## config.mk

```make
export PLATFORM = sky130hd
export DESIGN_NAME = pipeline_stage_register
export DESIGN_NICKNAME = d
export VERILOG_FILES = /design/src/rtl/pipeline_stage_register.sv
export SDC_FILE = /design/constraint.sdc
export NUM_CORES = 1
export LEC_CHECK = 0
export BUFFER_PORTS_ARGS = -buffer_cell sky130_fd_sc_hd__clkbuf_2
export CAP_MARGIN = 40
export CORE_MARGIN = 2
export CORE_UTILIZATION = 46
export DETAILED_ROUTE_END_ITERATION = 12
export PLACE_DENSITY = 0.8
export RECOVER_POWER = 25
export REMOVE_ABC_BUFFERS = 1
export SYNTH_ARGS = -nofsm -noshare
export SYNTH_HDL_FRONTEND = slang
export SYNTH_SLANG_ARGS = --single-unit
```

## constraint.sdc

```tcl
create_clock -name clk -period 4.3 [get_ports clk]
set_input_delay 0.215 -clock clk [delete_from_list [all_inputs] [get_ports clk]]
set_output_delay 0.215 -clock clk [all_outputs]
set_load 0.02 [all_outputs]
```

## src/rtl/pipeline_stage_register.sv

```systemverilog
// Two-entry pipeline stage register (MAIN + SKID) with valid/ready handshake.
// in_ready depends only on registered state. out_ctrl is gated to zero on
// bubbles. flush squashes held entries. A saturating counter counts
// back-pressure cycles.
module pipeline_stage_register #(
  parameter int DATA_W = 32,
  parameter int CTRL_W = 16,
  parameter int CNT_W  = 16
) (
  input  logic              clk,
  input  logic              reset,
  input  logic              flush,
  input  logic              in_valid,
  output logic              in_ready,
  input  logic [CTRL_W-1:0] in_ctrl,
  input  logic [DATA_W-1:0] in_data,
  output logic              out_valid,
  input  logic              out_ready,
  output logic [CTRL_W-1:0] out_ctrl,
  output logic [DATA_W-1:0] out_data,
  output logic [1:0]        occupancy,
  output logic [CNT_W-1:0]  stall_count
);

  // MAIN drives the outputs. SKID holds the one entry that arrives while MAIN is blocked.
  logic              r_main_valid;
  logic [CTRL_W-1:0] r_main_ctrl;
  logic [DATA_W-1:0] r_main_data;
  logic              r_skid_valid;
  logic [CTRL_W-1:0] r_skid_ctrl;
  logic [DATA_W-1:0] r_skid_data;
  logic [CNT_W-1:0]  r_stall_count;

  logic w_take_in;
  logic w_take_out;
  logic w_stalled;
  logic w_stall_sat;

  // Handshake qualifiers. in_ready comes only from SKID, so out_ready has no combinational path to it.
  assign in_ready    = !r_skid_valid;
  assign w_take_in   = in_valid && !r_skid_valid;
  assign w_take_out  = r_main_valid && out_ready;
  assign w_stalled   = r_main_valid && !out_ready;
  assign w_stall_sat = (r_stall_count == {CNT_W{1'b1}});

  // Output drive. ctrl is gated so that a bubble never carries write enables or a HALT.
  assign out_valid   = r_main_valid;
  assign out_data    = r_main_data;
  assign out_ctrl    = r_main_valid ? r_main_ctrl : '0;
  assign occupancy   = {1'b0, r_main_valid} + {1'b0, r_skid_valid};
  assign stall_count = r_stall_count;

  // Entry storage: fill, skid, drain and flush. flush overrides any accept.
  always_ff @(posedge clk or posedge reset) begin
    // NOTE: the data fields are reset too, because out_data must read zero after reset.
    if (reset) begin
      r_main_valid <= 1'b0;
      r_main_ctrl  <= '0;
      r_main_data  <= '0;
      r_skid_valid <= 1'b0;
      r_skid_ctrl  <= '0;
      r_skid_data  <= '0;
    end else if (flush) begin
      // Data fields keep their values. Only valid bits and ctrl are squashed.
      r_main_valid <= 1'b0;
      r_main_ctrl  <= '0;
      r_skid_valid <= 1'b0;
      r_skid_ctrl  <= '0;
    end else if (r_skid_valid) begin
      // SKID is full and in_ready is low. Promote SKID to MAIN once MAIN drains.
      if (w_take_out) begin
        // NOTE: non-blocking assignments read the pre-edge SKID values here, so the move is safe in one step.
        r_main_valid <= 1'b1;
        r_main_ctrl  <= r_skid_ctrl;
        r_main_data  <= r_skid_data;
        r_skid_valid <= 1'b0;
      end
    end else if (!r_main_valid || w_take_out) begin
      // MAIN is free this edge. An accepted entry goes straight into MAIN (1-cycle latency).
      r_main_valid <= w_take_in;
      if (w_take_in) begin
        r_main_ctrl <= in_ctrl;
        r_main_data <= in_data;
      end
    end else if (w_take_in) begin
      // MAIN is blocked, so the accepted entry goes into SKID.
      r_skid_valid <= 1'b1;
      r_skid_ctrl  <= in_ctrl;
      r_skid_data  <= in_data;
    end
  end

  // Back-pressure counter. It saturates at its maximum and only reset clears it.
  always_ff @(posedge clk or posedge reset) begin
    if (reset) begin
      r_stall_count <= '0;
    end else if (w_stalled && !w_stall_sat) begin
      r_stall_count <= r_stall_count + 1'b1;
    end
  end

endmodule

```

Word level (Yosys, flattened, before mapping)

Cells that the tools add are included.

Reductions and logical operators: 19
Muxes and demuxes: 22
Eq/ne operators: 5
Add/sub/neg operators: 2
Bitwise operators: 3

Operator list:

| kind                    | number |
|---|---|
| $mux W16                | 9 |
| $mux W32                | 4 |
| $add A16 B1 Y16 const B | 1 |
| $eq A16 B16 Y1 const B  | 1 |
| $mux W1                 | 9 |
| $reduce_and A4 Y1       | 2 |
| $reduce_and A3 Y1       | 2 |
| $reduce_bool A2 Y1      | 3 |
| $reduce_bool A3 Y1      | 2 |
| $logic_and A1 B1 Y1     | 4 |
| $logic_not A1 Y1        | 4 |
| $ne A2 B2 Y1 const B    | 2 |
| $ne A3 B2 Y1 const B    | 1 |
| $not A1 Y1              | 3 |
| $add A1 B1 Y2           | 1 |
| $ne A2 B1 Y1 const B    | 1 |
| $reduce_and A2 Y1       | 1 |
| $logic_or A1 B1 Y1      | 1 |

Output and inout bits: 68
Logic and storage cells: 58
Register bits: 114
Bits of input ports: 53

Logic depth before layout (Yosys ltp)

Gate-level depths: netlist (run 1).

Depth in word-level cells: 6
Depth in mapped cells: 7
Mapped depth without buffers: 5

Worst setup path after synthesis (run 1)

No wires, ideal clock.

Path kind: reg2reg
Start: reg r_main_valid (netlist: out_valid)
End: reg r_main_data[0] (netlist: out_data[0])
Slack: 2474 ps
Period minus slack after synthesis: 1826 ps
Arrival: 1702 ps
Setup time: 125 ps
Data required time: 4175 ps
Buffers on the path: 2
Stages on the path, launching flop included: 7
Cell sequence: dfrtp_1 and2b_2 a21oi_2 nor2b_1 clkbuf_2 buf_4 mux2_2

Word-level cells in the longest chain between the ends: 4
Elaborated cells between the ends (all ways): 6
Those cells by class: eq/ne: 1; reduce/logical: 5

Ends and longest elaborated chain:

| item                                                    | RTL line | text |
|---|---|---|
| start, declared                                         | 26       | `logic r_main_valid;` |
| start signal, assigned                                  | 80       | `r_main_valid <= w_take_in;` |
| $logic_not A1 Y1 or $logic_and A1 B1 Y1 (tied branches) | 78, 42   |  |
| $logic_or A1 B1 Y1                                      | 78       | `end else if (!r_main_valid \|\| w_take_out) begin` |
| $reduce_bool A2 Y1 (no line)                            | -        |  |
| $reduce_and A4 Y1 (no line) (*)                         | -        |  |
| end signal, assigned                                    | 75       | `r_main_data <= r_skid_data;` |
| end signal, assigned                                    | 83       | `r_main_data <= in_data;` |
| end, declared                                           | 28       | `logic [DATA_W-1:0] r_main_data;` |

Every way passes the cells marked *; elsewhere a longest branch is shown, timed or not.
A chain may end at the register's enable or synchronous reset.

Final worst setup path (run 1)

Start: reg r_main_valid (netlist: out_valid)
End: reg r_skid_data[19]

Word-level cells in the longest chain between the ends: 4
Elaborated cells between the ends (all ways): 5
Those cells by class: bitwise: 1; reduce/logical: 4

Ends and longest elaborated chain:

| item                                                    | RTL line | text |
|---|---|---|
| $logic_not A1 Y1 or $logic_and A1 B1 Y1 (tied branches) | 78, 42   |  |
| $logic_or A1 B1 Y1 (*)                                  | 78       |  |
| $not A1 Y1 (no line) (*)                                | -        |  |
| $reduce_and A4 Y1 (no line) (*)                         | -        |  |
| end signal, assigned                                    | 89       | `r_skid_data <= in_data;` |
| end, declared                                           | 31       | `logic [DATA_W-1:0] r_skid_data;` |

Marks and branches as above.

==> results of run 1 <==
==> power by group through the flow <==
stage | Sequential, mW | Clock (mW) | Combinational (mW)
after global routing | 1.44 | 1.64 | 0.682
after floorplan | 1.51 | 0 | 0.299
after global placement | 1.41 | 0 | 0.598
after CTS | 1.41 | 1.58 | 0.635
after detailed placement | 1.42 | 0 | 0.632
final | 1.41 | 1.56 | 0.624
==> cell families after synthesis <==
group / count (synthesis) / share of synthesized area (%)
adders and majority gates: 2 / 0.482
xor gates and xnor gates: 15 / 2.53
DFF: 114 / 55.0
muxes: 113 / 24.2
AOI/OAI and AO/OA: 37 / 4.92
buffers and inverters: 28 / 2.60
and+or+nand+nor: 106 / 10.3
==> worst max path at each step <==
stage                           start  slack (ps)  cells after the start                          end
3_3_place_gp    out_valid$_DFFE_PP0P_        1510                      5     out_data[19]$_DFFE_PP0P_
2_1_floorplan  r_skid_valid$_DFF_PP0_        -320                      4      out_data[0]$_DFFE_PP0P_
4_1_cts         out_valid$_DFFE_PP0P_        1760                      5  r_skid_data[29]$_DFFE_PP0P_
6_report        out_valid$_DFFE_PP0P_        1800                      5  r_skid_data[19]$_DFFE_PP0P_
3_5_place_dp    out_valid$_DFFE_PP0P_        1770                      5  r_skid_data[19]$_DFFE_PP0P_
5_1_grt         out_valid$_DFFE_PP0P_        1580                      5  r_skid_data[19]$_DFFE_PP0P_
==> flip-flops by register name, indices dropped and copies added (netlist names) <==
name,cells
out_data,32
r_skid_data,32
r_main_ctrl,16
r_skid_ctrl,16
stall_count,16
out_valid,1
r_skid_valid,1
==> placed cells by master, fill, tap and decap left out, types with 2 or more instances in the layout <==
cell       netlist  layout
nand2_1         39      39
nand4_1          4       4
inv_1            3       2
mux2i_1         16      16
clkinv_2         0       4
bufinv_16        0       5
xor2_1          14      14
nor3_1           8       8
a211oi_1        17      17
ha_1             2       2
clkbuf_16        0      17
and2_1          16      16
clkbuf_8         0       4
clkbuf_2         1     120
dfrtp_1        114     113
nor2_1          22      21
a21oi_1         17      17
nand3_1          3       3
buf_4            6       3
mux2_2          96      96
nor4_1           2       2
buf_12           0       2
==> worst register-to-register path, stage by stage, from the launching register on <==
cell     delay [ps]
dfrtp_1         710
and2b_2         320
nand3_2         360
nor2_4          380
buf_12          230
mux2_2          390
==> metal layers <==
| metal | track usage [%] | vias to the layer above | routed length, µm |
|---|---|---|---|
| met5 | 0 | - | 0 |
| met4 | 7.86 | 0 | 148 |
| met3 | 6.35 | 16 | 710 |
| met2 | 32.7 | 107 | 5420 |
| met1 | 23.4 | 1787 | 4580 |
| li1 | - | 1697 | - |
==> layout make-up <==
cell class / instances / area share [%]
sequential: 114 / 43.0
clock inverter: 10 / 2.68
timing repair buffer: 128 / 10.7
inverter: 3 / 0.189
tap: 140 / 2.64
multi-input combinational: 273 / 33.4
clock buffer: 22 / 7.30
==> reports/results.ini, run 1 <==
[run]
max_cap_viol_count=0

[finish]
seqCellArea_um2=2850
fillCellCount=885
fin_cells=690
post-route-util_pct=60.6
layout-drive-gt1-share_pct=48.9
diodes=0
fin_area_um2=6630
area_growth_pct=27.8
multi_input_area_um2=2220
layout.nets=592

[floorplan]
die_w_um=110
num_rows=38
start_util_pct=47.4
core_area_um2=10900
dieArea_um2=12100
die_y_um=110
ios=121

[global_route]
grt_max_degree=58
grt_overflow_total=0
antenna_found_initial=0
grt_pass1_wl_um=17900
grt.total_usage_pct=19.5
grt_pass1_vias=3739

[worst_hold_path]
whs_path_depth=2
hp-class=input port to flop
worstHoldStart=out_ready
min_to=r_skid_valid$_DFF_PP0_

[synthesis]
netlist_instances=415
synth_ff_type=dfrtp_1
async_flop_share_pct=100
synth_common_cells=dfrtp_1 (114), mux2_2 (96), nand2_1 (39)
synth.area.top_cells=dfrtp_1 (55%), mux2_2 (21%), mux2i_1 (3.1%), nand2_1 (2.8%), a211oi_1 (2.5%)
netlist.area_leader.share_pct=55.0
syn-cell-area_um2=5190
synth_top_area_cell=dfrtp_1
yosysMostFrequentCell=dfrtp_1
yosysWarnings=0
synth_cell_types=36
ys_ff_latch=114
synth_edf_count=0
yosysSeqAreaShare_pct=55.0
avgSynthCellArea_um2=12.5

[sta]
fin_crit_sh_pct=58.1
hold_slack_ps=37.6
worst_pin_slew_ps=1110
setup_tns_ps=0
relSlewSlack_pct=25.8
setup_slack_ps=1800
clock-skew-final_ps=7.92
rsz0062_at_grt=no
slew_viol_final=0
max_freq_ghz=0.400
period_needed_ps=2500
setup_violations=0
hold_viol_final=0

[drt]
detail_route.wl_per_cell_um=15.7
ant_nets=0
dr.pass1.iters=4
finalWirelength_um=10900
avgViaCountPerCell=5.23
drtIter0Drc=104
post-route-drc-count=0
dr_total_vias=3607

[setup_path]
start_kind=flop
path_delay_family=simple AND/OR/NAND/NOR gates
cp-end-kind=flop
cpMaxStageDelayCell=dfrtp_1
crit_arrival_ps=2790
crit_required_ps=4590
r2r_start=out_valid$_DFFE_PP0P_
r2r-end=r_skid_data[19]$_DFFE_PP0P_
worst-path-max-fanout=26
path_class=flop to flop
r2r_cells=5
cp_slowest_stage_delay_ps=710
reg2reg_slack_ps=1800
cp_num_buf_inv=1
path_cells=and2b_2 > nand3_2 > nor2_4 > buf_12 > mux2_2

[power_and_ir_drop]
power_frac_seq_pct=39.2
irDropWorstVdd_mv=0.310
p_comb_share_pct=17.4
power-per-cell-area_nw_per_um2=542
switching_share_pct=26.1
p_clk_share_pct=43.5
power_switching_mw=0.939
p_int_mw=2.65
power_mw=3.59
p_leak_nw=3.11

[placed_design]
pre_cts_slack_ps=1770
io_buffer_count=120
hpwl_um=7450
place.gp.congestion=0.815
place_area_um2=5960
dp_cells=657

[clocking]
postCtsSetupBuffers=0
cts_buffers=17
clock-sinks=114
hold_buffers=1
cts.path.max_buffers=2
path_clk_slew_ps=50
clk_latency_ps=410
cts_tree=yes
cts-resized-gates=0
htreeDepth=4
cts-root-buf=clkbuf_16

[outcome]
outcome=completed

Power figures use the tool's default switching activity.
==> run 2, diff against run 1 <==
clock period = 2.3 ns   (was 4.3 ns; I/O delays follow)
==> reports/results.ini, run 2 (same netlist as run 1, synthesis figures left out) <==
[drt]
detail_route.wl_per_cell_um=15.9  ; +1.3%
post-route-drc-count=0  ; unchanged
dr.pass1.iters=5  ; +1
dr_total_vias=3819  ; +5.9%
finalWirelength_um=11900  ; +9.2%
drtIter0Drc=101  ; -2.9%
avgViaCountPerCell=5.13  ; -1.8%
ant_nets=0  ; unchanged

[placed_design]
place_area_um2=5970  ; +0.10%
io_buffer_count=120  ; unchanged
hpwl_um=7420  ; -0.45%
dp_cells=661  ; +0.61%
pre_cts_slack_ps=426  ; -1340 ps
place.gp.congestion=0.851  ; +4.4%

[finish]
layout.nets=646  ; +9.1%
fin_cells=744  ; +7.8%
post-route-util_pct=65.1  ; +4.5 points
most-common-layout-cells=clkbuf_2 (119), dfrtp_1 (114), mux2_2 (96)
fin_area_um2=7120  ; +7.4%
final_common_cell=clkbuf_2
diodes=0  ; unchanged
fillCellCount=854  ; -3.5%
area_growth_pct=37.3
layout-drive-gt1-share_pct=44.9  ; -4.0 points

[sta]
clock-skew-final_ps=10.0  ; +2.10 ps
hold_viol_final=0  ; unchanged
slew_viol_final=34  ; +34
setup_violations=0  ; unchanged
fin_crit_sh_pct=82.8  ; +25 points
max_freq_ghz=0.525  ; +31%
rsz0062_at_grt=no
setup_tns_ps=0  ; unchanged
setup_slack_ps=396  ; -1410 ps
relSlewSlack_pct=-0.793  ; -27 points
period_needed_ps=1900  ; -594 ps
hold_slack_ps=99.7  ; +62.1 ps
worst_pin_slew_ps=1500  ; +397 ps

[power_and_ir_drop]
p_comb_share_pct=18.8  ; +1.4 points
p_leak_nw=3.33  ; +6.9%
power_frac_seq_pct=39.0  ; -0.2 points
power-per-cell-area_nw_per_um2=944  ; +74%
p_int_mw=4.94  ; +86%
power_switching_mw=1.78  ; +90%
power_mw=6.72  ; +87%
switching_share_pct=26.5  ; +0.37 points
irDropWorstVdd_mv=0.671  ; +120%
p_clk_share_pct=42.2  ; -1.3 points

[global_route]
grt_overflow_total=0  ; unchanged
grt_pass1_wl_um=19500  ; +8.7%
grt_pass1_vias=4074  ; +9.0%
grt_max_degree=57  ; -1.7%
antenna_found_initial=0  ; unchanged
grt.total_usage_pct=20.9  ; +1.4 points

[clocking]
hold_buffers=51  ; +50
cts_tree=yes
htreeDepth=4  ; unchanged
cts.path.max_buffers=2  ; unchanged
clock-sinks=114  ; unchanged
cts-resized-gates=0  ; unchanged
path_clk_slew_ps=50  ; about the same
postCtsSetupBuffers=0  ; unchanged
clk_latency_ps=400  ; about the same
cts-root-buf=clkbuf_16
cts_buffers=17  ; unchanged

[worst_hold_path]
hp-class=input port to flop
worstHoldStart=in_valid

[floorplan]
start_util_pct=47.4  ; unchanged
num_rows=38  ; unchanged
core_area_um2=10900  ; unchanged
dieArea_um2=12100  ; unchanged
die_y_um=110  ; unchanged
die_w_um=110  ; unchanged
ios=121  ; unchanged

[setup_path]
setup.worst_path.start=stall_count[8]$_DFFE_PP0P_
worst-path-max-fanout=10  ; -62%
reg2reg_slack_ps=400  ; -1410 ps
start_kind=flop
crit_required_ps=2570  ; -2020 ps
r2r_start=stall_count[8]$_DFFE_PP0P_
path_class=flop to flop
cp-end-kind=flop
crit_arrival_ps=2170  ; -620 ps

[run]
max_cap_viol_count=1  ; +1

[outcome]
violations=max-capacitance violations, max-slew violations
outcome=finished, violations left

run 2: cell type report:
cell class | instances | area, µm² | area share, %
Tap cell | 140 | 175 | 2.46
Clock buffer | 23 | 498 | 6.99
Sequential cell | 114 | 2850 | 40.0
Timing Repair Buffer | 182 | 1220 | 17.1
Inverter | 3 | 12.5 | 0.176
Multi-Input combinational cell | 273 | 2220 | 31.1
Clock inverter | 9 | 151 | 2.13
run 2: layer usage:
layer / share of wire (%) / vias to the layer above / track usage (%)
li1: - / 1804 / -
met1: 40 / 1892 / 24.4
met2: 53 / 112 / 36.8
met3: 6.0 / 11 / 6.94
met4: 0.83 / 0 / 6.16
met5: 0 / - / 0
run 2: final timing paths:
check                                         endpoint  cells after the start
max in group asynchronous  r_skid_data[27]$_DFFE_PP0P_                      4
min in group asynchronous  r_skid_data[10]$_DFFE_PP0P_                      3
hold / removal                   out_valid$_DFFE_PP0P_                      3
setup reg to reg            stall_count[9]$_DFFE_PP0P_                      4
hold reg to reg                out_data[5]$_DFFE_PP0P_                      1
setup / recovery            stall_count[9]$_DFFE_PP0P_                      4
run 2: worst max-delay path, cell delays in order, from the launching register on:
cell and delay [ps]:
dfrtp_1 440, nand4_1 240, o41ai_4 730, nor3_1 180, xor2_1 180
run 2: power by group through the flow:
stage          logic [mW]  registers [mW]  clock network, mW
2_1_floorplan       0.560            2.83                  0
3_3_place_gp         1.16            2.61                  0
3_5_place_dp         1.19            2.65                  0
4_1_cts              1.27            2.62               2.89
5_1_grt              1.37            2.67               2.99
6_report             1.26            2.62               2.84
